===== src/rtl/reg_file_pkg.sv =====
// Shared constants and address-validity helper for the parametrised register file.
package reg_file_pkg;

    localparam int unsigned DefWidth = 8;
    localparam int unsigned DefDepth = 8;
    localparam int unsigned DefAddrW = 3;

    // An address is usable if it maps to a real register that is not the hardwired zero.
    function automatic logic addr_valid(input int unsigned addr, input int unsigned depth,
                                        input bit zero_reg);
        return (addr < depth) && !(zero_reg && (addr == 0));
    endfunction

endpackage


===== src/rtl/param_register_file_if.sv =====
// Write/read port bundle for param_register_file.
interface param_register_file_if #(
    parameter int unsigned WIDTH  = 8,
    parameter int unsigned ADDR_W = 3
);
    logic              we;
    logic [ADDR_W-1:0] waddr;
    logic [WIDTH-1:0]  wdata;
    logic [ADDR_W-1:0] raddr0;
    logic [WIDTH-1:0]  rdata0;
    logic [ADDR_W-1:0] raddr1;
    logic [WIDTH-1:0]  rdata1;
    logic              wr_err;

    modport master (
        output we, waddr, wdata, raddr0, raddr1,
        input  rdata0, rdata1, wr_err
    );

    modport slave (
        input  we, waddr, wdata, raddr0, raddr1,
        output rdata0, rdata1, wr_err
    );
endinterface


===== src/rtl/reg_cell.sv =====
// Single WIDTH-bit storage register with load enable and synchronous reset value.
module reg_cell #(
    parameter int unsigned     WIDTH     = 8,
    parameter logic [WIDTH-1:0] RESET_VAL = '0
) (
    input  logic             clk,
    input  logic             rst,
    input  logic             en,
    input  logic [WIDTH-1:0] d,
    output logic [WIDTH-1:0] q
);
    always_ff @(posedge clk) begin
        if (rst) begin
            q <= RESET_VAL;
        end else if (en) begin
            q <= d;
        end
    end
endmodule


===== src/rtl/param_register_file.sv =====
// DEPTH x WIDTH register bank: one synchronous write port, two combinational read ports,
// optional write-to-read bypass and optional hardwired-zero register 0.
module param_register_file
    import reg_file_pkg::*;
#(
    parameter int unsigned      WIDTH     = DefWidth,
    parameter int unsigned      DEPTH     = DefDepth,
    parameter int unsigned      ADDR_W    = DefAddrW,
    parameter bit               ZERO_REG  = 1'b0,
    parameter bit               BYPASS    = 1'b1,
    parameter logic [WIDTH-1:0] RESET_VAL = '0
) (
    input logic                 clk,
    input logic                 rst,
    param_register_file_if.slave bus
);
    logic [WIDTH-1:0] regs [DEPTH];
    logic [DEPTH-1:0] cell_en;
    logic             wr_ok;
    logic             wr_en;
    logic             wr_err_q;
    logic [WIDTH-1:0] rdata0;
    logic [WIDTH-1:0] rdata1;

    assign wr_ok = addr_valid(32'(bus.waddr), DEPTH, ZERO_REG);
    assign wr_en = bus.we && !rst && wr_ok;

    always_comb begin
        cell_en = '0;
        for (int i = 0; i < DEPTH; i++) begin
            cell_en[i] = wr_en && (bus.waddr == ADDR_W'(i));
        end
    end

    for (genvar g = 0; g < DEPTH; g++) begin : g_cell
        reg_cell #(
            .WIDTH    (WIDTH),
            .RESET_VAL(RESET_VAL)
        ) u_cell (
            .clk(clk),
            .rst(rst),
            .en (cell_en[g]),
            .d  (bus.wdata),
            .q  (regs[g])
        );
    end

    // Invalid or hardwired-zero addresses read as 0; bypass overrides storage when enabled.
    always_comb begin
        rdata0 = '0;
        rdata1 = '0;
        for (int i = 0; i < DEPTH; i++) begin
            if (bus.raddr0 == ADDR_W'(i)) rdata0 = regs[i];
            if (bus.raddr1 == ADDR_W'(i)) rdata1 = regs[i];
        end
        if (!addr_valid(32'(bus.raddr0), DEPTH, ZERO_REG)) rdata0 = '0;
        if (!addr_valid(32'(bus.raddr1), DEPTH, ZERO_REG)) rdata1 = '0;
        if (BYPASS && wr_en && (bus.raddr0 == bus.waddr)) rdata0 = bus.wdata;
        if (BYPASS && wr_en && (bus.raddr1 == bus.waddr)) rdata1 = bus.wdata;
    end

    always_ff @(posedge clk) begin
        if (rst) begin
            wr_err_q <= 1'b0;
        end else begin
            wr_err_q <= bus.we && !wr_ok;
        end
    end

    assign bus.rdata0 = rdata0;
    assign bus.rdata1 = rdata1;
    assign bus.wr_err = wr_err_q;
endmodule


===== src/flat_wrapper.sv =====
// flat-port wrapper written by rule: the top's interface ports become plain ports
module param_register_file_flat import reg_file_pkg::*;
#(
    parameter int unsigned      WIDTH     = DefWidth,
    parameter int unsigned      DEPTH     = DefDepth,
    parameter int unsigned      ADDR_W    = DefAddrW,
    parameter bit               ZERO_REG  = 1'b0,
    parameter bit               BYPASS    = 1'b1,
    parameter logic [WIDTH-1:0] RESET_VAL = '0
)
  (clk, rst, bus_we, bus_waddr, bus_wdata, bus_raddr0, bus_raddr1, bus_rdata0, bus_rdata1, bus_wr_err);
  param_register_file_if #(.WIDTH(WIDTH), .ADDR_W(ADDR_W)) bus_i ();
  input logic clk;
  input logic rst;
  input wire logic [$bits(bus_i.we)-1:0] bus_we;
  input wire logic [$bits(bus_i.waddr)-1:0] bus_waddr;
  input wire logic [$bits(bus_i.wdata)-1:0] bus_wdata;
  input wire logic [$bits(bus_i.raddr0)-1:0] bus_raddr0;
  input wire logic [$bits(bus_i.raddr1)-1:0] bus_raddr1;
  output wire logic [$bits(bus_i.rdata0)-1:0] bus_rdata0;
  output wire logic [$bits(bus_i.rdata1)-1:0] bus_rdata1;
  output wire logic [$bits(bus_i.wr_err)-1:0] bus_wr_err;
  assign bus_i.we = bus_we;
  assign bus_i.waddr = bus_waddr;
  assign bus_i.wdata = bus_wdata;
  assign bus_i.raddr0 = bus_raddr0;
  assign bus_i.raddr1 = bus_raddr1;
  assign bus_rdata0 = bus_i.rdata0;
  assign bus_rdata1 = bus_i.rdata1;
  assign bus_wr_err = bus_i.wr_err;
  param_register_file #(.WIDTH(WIDTH), .DEPTH(DEPTH), .ADDR_W(ADDR_W), .ZERO_REG(ZERO_REG), .BYPASS(BYPASS), .RESET_VAL(RESET_VAL)) u_core (.clk(clk), .rst(rst), .bus(bus_i));
endmodule

===== config.mk =====
export PLATFORM = sky130hd
export DESIGN_NAME = param_register_file_flat
export DESIGN_NICKNAME = d
export VERILOG_FILES = /design/src/rtl/reg_file_pkg.sv /design/src/rtl/param_register_file_if.sv /design/src/rtl/reg_cell.sv /design/src/rtl/param_register_file.sv /design/src/flat_wrapper.sv
export SDC_FILE = /design/constraint.sdc
export NUM_CORES = 1
export LEC_CHECK = 0
export BUFFER_PORTS_ARGS = -buffer_cell sky130_fd_sc_hd__buf_2
export CAP_MARGIN = 5
export CORE_MARGIN = 2
export CORE_UTILIZATION = 48
export CTS_CLUSTER_DIAMETER = 40
export DETAILED_ROUTE_END_ITERATION = 12
export GPL_ROUTABILITY_DRIVEN = 0
export PLACE_DENSITY = 0.73
export SKIP_CTS_REPAIR_TIMING = 1
export SYNTH_ARGS = -nofsm -noshare
export SYNTH_HDL_FRONTEND = slang
export SYNTH_SLANG_ARGS = --single-unit

===== constraint.sdc =====
create_clock -name clk -period 2 [get_ports clk]
set_input_delay 0.4 -clock clk [delete_from_list [all_inputs] [get_ports clk]]
set_output_delay 0.4 -clock clk [all_outputs]
set_load 0.1 [all_outputs]

=== After elaboration in Yosys (flattened, before gate mapping) ===
Cells that the tools add are included.
W data, S select, Z words.

* Register bits after elaboration: 64
* Input port bits: 20
* Word-level logic and storage cells: 64

* Equal/unequal tests: 23
* Multiplexer cells: 18
* Reductions and logical operators: 15

{| class="wikitable"
|+ Operators with widths
! cell !! count
|-
| $mux W8 || 18
|-
| $eq A3 B3 Y1 const B || 12
|-
| $eq A3 B2 Y1 const B || 6
|-
| $logic_and A1 B1 Y1 || 11
|-
| $eq A3 B1 Y1 const B || 3
|-
| $logic_not A3 Y1 || 3
|-
| $eq A3 B3 Y1 || 2
|-
| $logic_not A1 Y1 || 1
|}

=== Depth between registers and ports, before layout ===
* Depth in word-level cells: 10
* Depth in mapped cells: 7

=== By module ===
From an unflattened synthesis, not the netlist that was laid out.

* Cell total of the unflattened synthesis: 454
* Area, all modules: 3902.5 um2

{| class="wikitable"
|+ Modules (own cells, without submodules)
! module !! instances !! cells an instance !! area each (um2) !! sequential area each (um2)
|-
| reg_cell || 8 || 26 || 285.3 || 160.2
|-
| param_register_file || 1 || 246 || 1620.3 || 0.0
|}

=== Worst setup path after synthesis ===
OpenSTA, ideal clock, no wires.

* Path kind: input -> output
* From: input bus_raddr1[0]
* To: output bus_rdata1[0]
* Arrival: 3168 ps
* Data required time: 1600 ps
* Setup slack: -1568 ps
* Stages on the path: 5
* Path buffers: 2
* Cells stage by stage: buf_6 buf_6 mux4_2 mux2i_1 o21ai_0

* Longest elaborated chain between the ends: 10

{| class="wikitable"
|+ Ends and longest elaborated chain
! element !! RTL line !! text
|-
| from (decl) || flat_wrapper.sv:19 || <nowiki>input wire logic [$bits(bus_i.raddr1)-1:0] bus_raddr1;</nowiki>
|-
| $logic_not A3 Y1 || param_register_file.sv:54 || <nowiki>if (bus.raddr1 == ADDR_W'(i)) rdata1 = regs[i];</nowiki>
|-
| $mux W8 (8 in series) || param_register_file.sv:54 ||
|-
| $mux W8 (*) || param_register_file.sv:59 || <nowiki>if (BYPASS && wr_en && (bus.raddr1 == bus.waddr)) rdata1 = bus.wdata;</nowiki>
|-
| to (decl) || flat_wrapper.sv:21 || <nowiki>output wire logic [$bits(bus_i.rdata1)-1:0] bus_rdata1;</nowiki>
|}

Mark *: on every way between the ends. The rest lies on a longest branch, timed or not.

=== Worst setup path after layout ===
* From: input bus_raddr1[0]
* To: output bus_rdata1[6]

The elaborated chain is that of the path after synthesis.

==> run metrics <==
Post-Synthesis Cells 382; Sw Ratio 0.297; Critical Path, Cell by Cell buf_8, buf_12, xor2_4, nor4_4, clkbuf_16, buf_8, nand2_2, o21ai_2, buf_12; Largest regs u_core.g_cell.u_cell.q x64; first-pass GRT wire length 16500 um; max-cap violations 0; cell taking the most area after synthesis dfxtp_1; initial antenna violation count 0; non-filler cells, final 552; placed insts 523; DR vias 3333; hold crit path type in -> reg; GR Util met2 0.416; hold endpoint u_core.g_cell[0].u_cell.q[4]; Most Crowded Layer GR met2; Worst-Margin Slew 654 ps; PnR worst setup slack -154 ps; DR iter-0 viols 293; met1 usage 0.312; top cell type's share of synthesized area 0.338; via count of the first global-routing pass 3223; Nets 465; startpoint types input pin; type of the worst setup path in -> out; Mapped Nets 402; num rows 32; top_reg_cell synth dfxtp_1; cell area after synthesis 3790 sq um; CP max stage cell nor4_4; Pre-antenna DRT Iters 6; most numerous cell in the Yosys netlist mux2i_1; global-route usage over all layers 0.250; status finished, violations left; fmax 464 MHz; fin crit period 2150 ps; met3 usage 0.0610; most instantiated cells after synthesis mux2i_1, dfxtp_1, nor2_1, nand2_1, mux4_2; Leakage 0.00211 uW; largest net degree at the start of global routing 65; Hold Violations, Final 0; Worst R2R Start u_core.g_cell[2].u_cell.q[7]; IO Port Bufs 35; Die X 92.9 um; P_sw 972 uW; Critical Path Sink Type output pin; Die Y-Extent 92.9 um; clk buf depth 2; Ant. Diodes 0; synth unique cells 43; Post-Place Setup Slack -187 ps; PD cells 616 nW/um^2; via/cell ratio 6.04; number of cells on the worst reg-to-reg path 2; clk_skew 0 ps; CP Data Required Time 1600 ps; register-to-register setup slack 1220 ps; crit path max fanout 5; Top Ports 37; part of the power in registers 0.399; Clock power frac 0.377; # DRC 0; total CTS buffers 9; share of layout cells above drive strength 1 0.442; post-layout util 0.690; Critical Path Max Stage Delay 290 ps; CTS sink cnt 64; synth top area cells dfxtp_1, mux2i_1, mux4_2; combinational share of power 0.224; Synth warnings 0; H-tree depth 3; Max IR drop VDD 0.000372 V; TritonCTS clock tree yes; Worst-path clk slew 70 ps; Layout area overhead 40.0%; Top reg by flops u_core.g_cell.u_cell.q; DRT antenna net count 0; RSZ-0062 raised after global routing yes; register area share after synthesis 0.338; final wirelength 11700 um; Post-synth ARST share 0; worst skew pair latency 340 ps; number of synthesized flops with an enable pin 0; P_int 2300 uW; register bit count reported by yosys 64; RR Endpoint u_core.g_cell[2].u_cell.q[7]; initial core utilization 0.493; gr ovfl total 0; die area 8620 sq um; Clock Tree Root clkbuf_8; CORE AREA 7690 sq um; worst hold start bus_wdata[4]; failing checks negative setup slack; Mean Syn Cell Area 9.92 sq um; max-slew violation count 0; max reg flops 64; CP Data Arrival Time 1750 ps; Worst Hold Depth 3; Max-slew headroom 0.564; HPWL after DPL 7330 um; # setup viols final 16; Final period util 1.08; routed len/inst 21.3 um; Setup TNS -1740 ps
==> power groups by stage <==
stage          sequential (uW)  combinational (uW)  clock (uW)
6_report                  1300                 733        1230
3_5_place_dp              1330                 640           0
2_1_floorplan             1330                 457           0
3_3_place_gp              1330                 631           0
4_1_cts                   1300                 643        1230
5_1_grt                   1310                 761        1290
==> through the flow <==
step	hold WS (ps)	area, sq um	total power [uW]
4_1_cts	394	4850	3180
3_5_place_dp	468	4630	1970
3_3_place_gp	463	4630	1960
5_1_grt	409	5310	3350
6_report	411	5310	3270
2_1_floorplan	443	4000	1780
==> placed cells by master, fill, tap and decap left out, types with 6 or more instances in the layout <==
cell,Yosys,routed
nand3_1,9,9
dfxtp_2,0,7
nand2_1,30,22
nand2_2,2,6
mux2i_1,72,65
o21ai_2,0,8
nor2_1,64,63
buf_12,2,27
buf_4,6,33
a21oi_1,13,12
mux4_2,22,22
dfxtp_1,64,57
a31oi_4,0,7
buf_2,9,16
clkbuf_8,0,9
buf_6,13,9
==> worst max path at each step <==
stage               cells after the start  slack [ps]           from            end
floorplan                               6        -330  bus_raddr1[2]  bus_rdata1[0]
global placement                        8        -160  bus_raddr1[0]  bus_rdata1[2]
detailed placement                      8        -190  bus_raddr1[0]  bus_rdata1[0]
CTS                                     8        -190  bus_raddr1[0]  bus_rdata1[2]
global route                            9        -190  bus_raddr1[0]  bus_rdata1[2]
finish                                  9        -150  bus_raddr1[0]  bus_rdata1[6]
==> cells by family (layout without fill, tap and decap cells) <==
kind of cell / Yosys count / in the layout / share of synthesized area
AND/OR/NAND/NOR: 126 / 126 / 0.158
multiplexers: 94 / 94 / 0.321
flip-flops: 64 / 64 / 0.338
AO/OA/AOI/OAI: 49 / 49 / 0.0759
buffers and inverters: 42 / 110 / 0.0878
XOR/XNOR: 6 / 6 / 0.0178
other: 1 / 1 / 0.000989
==> routing by layer <==
metal  up-vias  wire length (um)
met1      1648              4720
met4         0               320
met3        28               849
met2       191              5850
met5         -                 0
li1       1466                 -
==> critical path: cells and delay by family <==
family | cells | cell delay [ps]
xor+xnor | 1 | 150
compound gates | 1 | 80
simple gates | 2 | 350
buf+inv | 5 | 760
==> layout make-up <==
class / instances / area, sq um
inverters: 2 / 7.51
well taps: 102 / 128
fillers: 554 / 2380
flip-flops and latches: 64 / 1290
repair buffers: 92 / 1100
clock inverters: 7 / 96.3
multi-input cells: 276 / 2550
clock buffers: 9 / 124
Power figures use the tool's default switching activity.
